**src/rtl/ccff_pkg.sv**
```systemverilog
// Shared types, constants and the serial CRC-8 step for the ccff chain loader.
package ccff_pkg;

  typedef enum logic [2:0] {
    IDLE   = 3'd0,
    FETCH  = 3'd1,
    SHIFT  = 3'd2,
    VERIFY = 3'd3,
    DONE   = 3'd4
  } ccff_state_e;

  localparam logic [7:0] CRC8_POLY = 8'h07;
  localparam logic [7:0] CRC8_INIT = 8'h00;

  // One MSB-first step of CRC-8 over a single input bit.
  function automatic logic [7:0] crc8_step(input logic [7:0] crc, input logic din);
    logic fb;
    fb = crc[7] ^ din;
    return {crc[6:0], 1'b0} ^ (fb ? CRC8_POLY : 8'h00);
  endfunction

endpackage

```
**src/rtl/ccff_crc8.sv**
```systemverilog
// Serial CRC-8 accumulator with synchronous clear and bit enable.
module ccff_crc8
  import ccff_pkg::*;
(
  input  logic       clk,
  input  logic       rst_n,
  input  logic       clr,
  input  logic       en,
  input  logic       din,
  output logic [7:0] crc_o,
  output logic [7:0] crc_next_o
);

  logic [7:0] crc_q, crc_d;

  assign crc_next_o = crc8_step(crc_q, din);
  assign crc_o      = crc_q;

  always_comb begin
    crc_d = crc_q;
    if (clr) begin
      crc_d = CRC8_INIT;
    end else if (en) begin
      crc_d = crc_next_o;
    end
  end

  always_ff @(posedge clk or negedge rst_n) begin
    if (!rst_n) begin
      crc_q <= CRC8_INIT;
    end else begin
      crc_q <= crc_d;
    end
  end

endmodule

```
**src/rtl/ccff_chain_loader.sv**
```systemverilog
// Serialises host words onto the ccff scan chain, CHAIN_LEN bits per load.
// Define CCFF_LOOPBACK_CHECK_EN to add a recirculating CRC verify pass after the load.
module ccff_chain_loader
  import ccff_pkg::*;
#(
  parameter int WORD_W    = 8,
  parameter int CHAIN_LEN = 8,
  parameter int CNT_W     = $clog2(CHAIN_LEN + 1)
) (
  input  logic              prog_clk,
  input  logic              pReset,
  input  logic              start,
  input  logic [WORD_W-1:0] wr_data,
  input  logic              wr_valid,
  output logic              wr_ready,
  output logic              ccff_head,
  input  logic              ccff_tail,
  output logic              cfg_shift_en,
  output logic              busy,
  output logic              done,
  output logic              err,
  output ccff_state_e       dbg_state
);

  localparam int WB_W = $clog2(WORD_W + 1);

  // Host handshake: a word transfers on a prog_clk edge where wr_valid and wr_ready
  // are both high; wr_ready never depends on wr_valid, and wr_valid is ignored otherwise.

  ccff_state_e       state_q, state_d;
  logic [WORD_W-1:0] sreg_q, sreg_d;
  logic [WB_W-1:0]   wbits_q, wbits_d, wbits_ld;
  logic [CNT_W-1:0]  left_q, left_d, left_ld;
  logic              head_q, shift_en_q, busy_q, done_q;

  // Bits to take from a freshly loaded word: a partial last word keeps only its top bits.
  assign left_ld  = (state_q == FETCH) ? left_q : left_q - CNT_W'(1);
  assign wbits_ld = (int'(left_ld) >= WORD_W) ? WB_W'(WORD_W) : WB_W'(left_ld);

  always_comb begin
    state_d  = state_q;
    sreg_d   = sreg_q;
    wbits_d  = wbits_q;
    left_d   = left_q;
    wr_ready = 1'b0;
    case (state_q)
      IDLE: begin
        if (start) begin
          state_d = FETCH;
          left_d  = CNT_W'(CHAIN_LEN);
        end
      end
      FETCH: begin
        wr_ready = 1'b1;
        if (wr_valid) begin
          sreg_d  = wr_data;
          wbits_d = wbits_ld;
          state_d = SHIFT;
        end
      end
      SHIFT: begin
        sreg_d  = {sreg_q[WORD_W-2:0], 1'b0};
        wbits_d = wbits_q - WB_W'(1);
        left_d  = left_q - CNT_W'(1);
        if (left_q == CNT_W'(1)) begin
`ifdef CCFF_LOOPBACK_CHECK_EN
          state_d = VERIFY;
          left_d  = CNT_W'(CHAIN_LEN);
`else
          state_d = DONE;
`endif
        end else if (wbits_q == WB_W'(1)) begin
          wr_ready = 1'b1;
          if (wr_valid) begin
            sreg_d  = wr_data;
            wbits_d = wbits_ld;
          end else begin
            state_d = FETCH;
          end
        end
      end
      VERIFY: begin
`ifdef CCFF_LOOPBACK_CHECK_EN
        left_d = left_q - CNT_W'(1);
        if (left_q == CNT_W'(1)) begin
          state_d = DONE;
        end
`else
        state_d = IDLE;
`endif
      end
      DONE:    state_d = IDLE;
      default: state_d = IDLE;
    endcase
  end

  // Output flops are loaded from next-state so they line up with the state they describe.
  always_ff @(posedge prog_clk or negedge pReset) begin
    if (!pReset) begin
      state_q    <= IDLE;
      sreg_q     <= '0;
      wbits_q    <= '0;
      left_q     <= '0;
      head_q     <= 1'b0;
      shift_en_q <= 1'b0;
      busy_q     <= 1'b0;
      done_q     <= 1'b0;
    end else begin
      state_q    <= state_d;
      sreg_q     <= sreg_d;
      wbits_q    <= wbits_d;
      left_q     <= left_d;
      head_q     <= (state_d == SHIFT) && sreg_d[WORD_W-1];
      shift_en_q <= (state_d == SHIFT) || (state_d == VERIFY);
      busy_q     <= (state_d == FETCH) || (state_d == SHIFT) || (state_d == VERIFY);
      done_q     <= (state_d == DONE);
    end
  end

`ifdef CCFF_LOOPBACK_CHECK_EN
  logic       crc_clr, err_q, err_d;
  logic [7:0] crc_tx, crc_rx, crc_rx_next, unused_tx_next;

  assign crc_clr = (state_q == IDLE) && start;

  ccff_crc8 u_crc_tx (
    .clk        (prog_clk),
    .rst_n      (pReset),
    .clr        (crc_clr),
    .en         (state_q == SHIFT),
    .din        (sreg_q[WORD_W-1]),
    .crc_o      (crc_tx),
    .crc_next_o (unused_tx_next)
  );

  ccff_crc8 u_crc_rx (
    .clk        (prog_clk),
    .rst_n      (pReset),
    .clr        (crc_clr),
    .en         (state_q == VERIFY),
    .din        (ccff_tail),
    .crc_o      (crc_rx),
    .crc_next_o (crc_rx_next)
  );

  // The last tail bit is folded in combinationally so err lands with the done pulse.
  always_comb begin
    err_d = err_q;
    if (crc_clr) begin
      err_d = 1'b0;
    end else if ((state_q == VERIFY) && (left_q == CNT_W'(1))) begin
      err_d = (crc_rx_next != crc_tx);
    end
  end

  always_ff @(posedge prog_clk or negedge pReset) begin
    if (!pReset) begin
      err_q <= 1'b0;
    end else begin
      err_q <= err_d;
    end
  end

  logic unused_rx;
  assign unused_rx = ^crc_rx;
  assign err       = err_q;
  assign ccff_head = (state_q == VERIFY) ? ccff_tail : head_q;
`else
  logic unused_tail;
  assign unused_tail = ccff_tail;
  assign err         = 1'b0;
  assign ccff_head   = head_q;
`endif

  assign cfg_shift_en = shift_en_q;
  assign busy         = busy_q;
  assign done         = done_q;
  assign dbg_state    = state_q;

endmodule

```
**config.mk**
```make
export PLATFORM = sky130hd
export DESIGN_NAME = ccff_chain_loader
export DESIGN_NICKNAME = d
export VERILOG_FILES = /design/src/rtl/ccff_pkg.sv /design/src/rtl/ccff_crc8.sv /design/src/rtl/ccff_chain_loader.sv
export SDC_FILE = /design/constraint.sdc
export NUM_CORES = 1
export LEC_CHECK = 0
export CORE_UTILIZATION = 52
export CTS_CLUSTER_DIAMETER = 30
export DETAILED_ROUTE_END_ITERATION = 10
export PLACE_DENSITY = 0.78
export SKIP_LAST_GASP = 1
export SYNTH_ARGS = -nofsm -noshare
export SYNTH_HDL_FRONTEND = slang
export SYNTH_SLANG_ARGS = --single-unit
```
**constraint.sdc**
```tcl
create_clock -name prog_clk -period 2.4 [get_ports prog_clk]
set_input_delay 0.36 -clock prog_clk [delete_from_list [all_inputs] [get_ports prog_clk]]
set_output_delay 0.36 -clock prog_clk [all_outputs]
set_load 0.01 [all_outputs]
```
==> impl_metrics.toml <==
[status]
outcome = "completed"

[timing]
hold_viol = 0
finalClockSkew_ns = 0.00564
fin_ws_ns = 0.0774
fin_setup_tns_ns = 0
finalCritPeriodShare_pct = 96.8
hold_slack_ns = 0.388
fin_crit_ns = 2.32
slew_viol_final = 0
rsz0062_at_grt = "no"
relSlewSlack_pct = 61.6
worstMarginPinSlew_ns = 0.574
max_clock_freq_mhz = 431
setup_viol = 0

[final_layout]
fillers = 197
final_core_util_pct = 69.3
antennaDiodeCount = 0
layout.nets = 175
area_growth_pct = 20.8
multiInputGateArea_um2 = 646
seqCellArea_um2 = 579
drive_gt1_share_pct = 14.6
fin_cells = 185

[critical_path]
timing.critical_path.required_ns = 2.04
cpMaxStageDelayCell = "clkdlybuf4s50_1"
r2r_cells = 8
path_cells = "inv_1, ha_1, or3b_4, nand3_1, nand2_1, clkdlybuf4s50_1"
path_class = "flop to output port"
critical_path_arrival_ns = 1.96
worstSetupEndpointType = "output port"
worstPathMaxFanout = 4
critical_path.top_delay_family = "simple AND/OR/NAND/NOR gates"
rr_endpoint = "sreg_q[3]"
crit_buf_inv = 2
rr_startpoint = "left_q[1]"
crit_path_start_kind = "flop"
r2r_slack_ns = 0.34
slowest_delay_ns = 0.47

[cts]
cts-root-buf = "clkbuf_4"
cts-buffers-inserted = 3
clk_path_buf_depth = 2
ctsHoldBuffers = 0
cts_tree = "built"
htreeDepth = 1
insertion_delay_ns = 0.31
path_clk_slew_ns = 0.12
clock-sinks = 23

[logic_synthesis]
ys_ff_latch = 23
synth-edff-count = 0
syn_inst = 133
avgSynthCellArea_um2 = 9.92
synthesis.nets = 150
synth-main-ff-cell = "dfrtp_1"
synth_warnings = 0
async_flop_share_pct = 100
yosysTopAreaCellShare_pct = 43.6
yosys.area.top_type = "dfrtp_1"
synth_seq_area_share_pct = 43.6
synthTopCellsByArea = "dfrtp_1, a221o_1, ha_1"
synth_cell_types = 44
netlist_area_um2 = 1320

[drt]
drt-initial-drc-count = 25
wirelength_um = 2640
wl_per_cell_um = 14.2
via_per_inst = 5.88
drc_errors = 0
postRouteAntennaNets = 0
vias = 1088
first_pass_iters = 4

[placed_design]
post-place-ws_ns = 0.305
place_congestion = 0.940
dpl.hpwl_um = 1820
port_buffers = 19
dp.cells = 176

[worst_hold_path]
hold_class = "input pin to async pin"

[global_routing]
grt_pass1_vias = 994
grt_overflow = 0
antenna_found_initial = 0
grt_pass1_wl_um = 4260
gr-usage-all-layers_pct = 21.3
grt_max_degree = 24

[floorplan]
die_area_um2 = 2740
coreArea_um2 = 2300
die-width_um = 52.4
initial_core_util_pct = 57.4
num_io_pins = 22
die_h_um = 52.4
rows = 17

[power]
p_per_area_nw_per_um2 = 1290
irDropWorstVdd_v = 0.000810
p_leak_nw = 0.698

[job]
maxCapViolCount = 0
[worst register-to-register path, delay by kind of cell, from the launching register on]
family          cells  cell delay [ns]
simple gates        2             0.50
buf+inv             3             0.45
compound gates      2             0.45
flops               1             0.40
fa+ha+maj           1             0.16
[cells by family (layout without fill, tap and decap cells)]
group,Yosys count,after routing,synth area share (%)
buffers and inverters,20,44,7.40
muxes,1,1,0.854
other,1,1,0.284
and+or+nand+nor,46,46,21.4
AOI/OAI and AO/OA,35,35,20.6
adders and majority gates,4,4,3.80
xor gates and xnor gates,3,3,1.99
DFF,23,23,43.6
[per-stage QoR]
step,cell area (um2),power (mW)
3_5_place_dp,1530,1.84
5_1_grt,1590,2.24
2_1_floorplan,1320,1.52
6_report,1590,2.06
3_3_place_gp,1530,1.79
4_1_cts,1560,2.03
[metal layers]
layer / global-route usage, % / part of all wire [%] / vias up / routed length, um
met3: 2.61 / 4.9 / 2 / 128
met1: 28.6 / 48 / 524 / 1250
met4: 9.21 / 0.72 / 0 / 19
met2: 34.4 / 47 / 30 / 1230
met5: 0 / 0 / - / 0
li1: - / - / 532 / -
[cell usage after synthesis, types with 2 or more instances]
library cell / instances
xnor2_1: 3
and2_1: 4
dfrtp_1: 23
a221o_1: 5
o21ai_0: 10
buf_6: 2
or3b_1: 2
a211oi_1: 2
clkbuf_1: 3
a21oi_1: 2
a22o_1: 4
a21o_1: 3
nor3b_1: 4
nor2_1: 8
ha_1: 4
nor3_1: 6
nand2_1: 7
inv_1: 11
nand3_1: 2
buf_2: 3
nand2b_1: 2
[what timing repair did]
item / 4_1_cts / 5_1_grt
resized for setup: 1 / 2
endpoints found under the setup margin: 1 / 1
buffers inserted: 1 / 4
[where the power goes]
group	switching, mW	internal, mW
Combinational	0.551	0.599
Sequential	0.163	0.567
Clock	0.111	0.0648
[sequential cells by signal, summed over array words and instances, names as in the netlist]
name and cells:
cfg_shift_en 1, done 1, dbg_state 3, wbits_q 4
busy 1, sreg_q 8, left_q 4, ccff_head 1
[layout make-up]
cell class / instances / area share, %
well taps: 28 / 2.20
clock buffers: 4 / 1.65
flip-flops and latches: 23 / 36.4
inverters: 11 / 2.59
multi-input cells: 90 / 40.5
repair buffers: 29 / 16.7
[placed cells by master (no fill, tap or decap), drive strengths merged, types with 2 or more instances in the layout]
cell / n
xnor2: 3
buf: 10
nor3: 6
ha: 4
and3: 2
nand2b: 2
a211oi: 2
nor2: 8
a22o: 4
nand3: 2
nor3b: 5
a21oi: 2
inv: 11
clkdlybuf4s50: 19
or3b: 4
a21o: 3
o21ai: 10
a221o: 5
dfrtp: 23
and2: 4
clkbuf: 4
nand2: 7
[worst max path at each step]
stage	from	endpoint	slack [ns]	cells after the start
after floorplan	left_q[1]	wbits_q[3]	0.49	7
after global placement	left_q[0]	wr_ready	0.33	5
after detailed placement	left_q[1]	wr_ready	0.31	6
after CTS	wbits_q[1]	wr_ready	0.02	6
after global routing	left_q[1]	wr_ready	0.01	6
final	left_q[1]	wr_ready	0.08	6
Note: power is estimated with default switching activity, not from simulation.
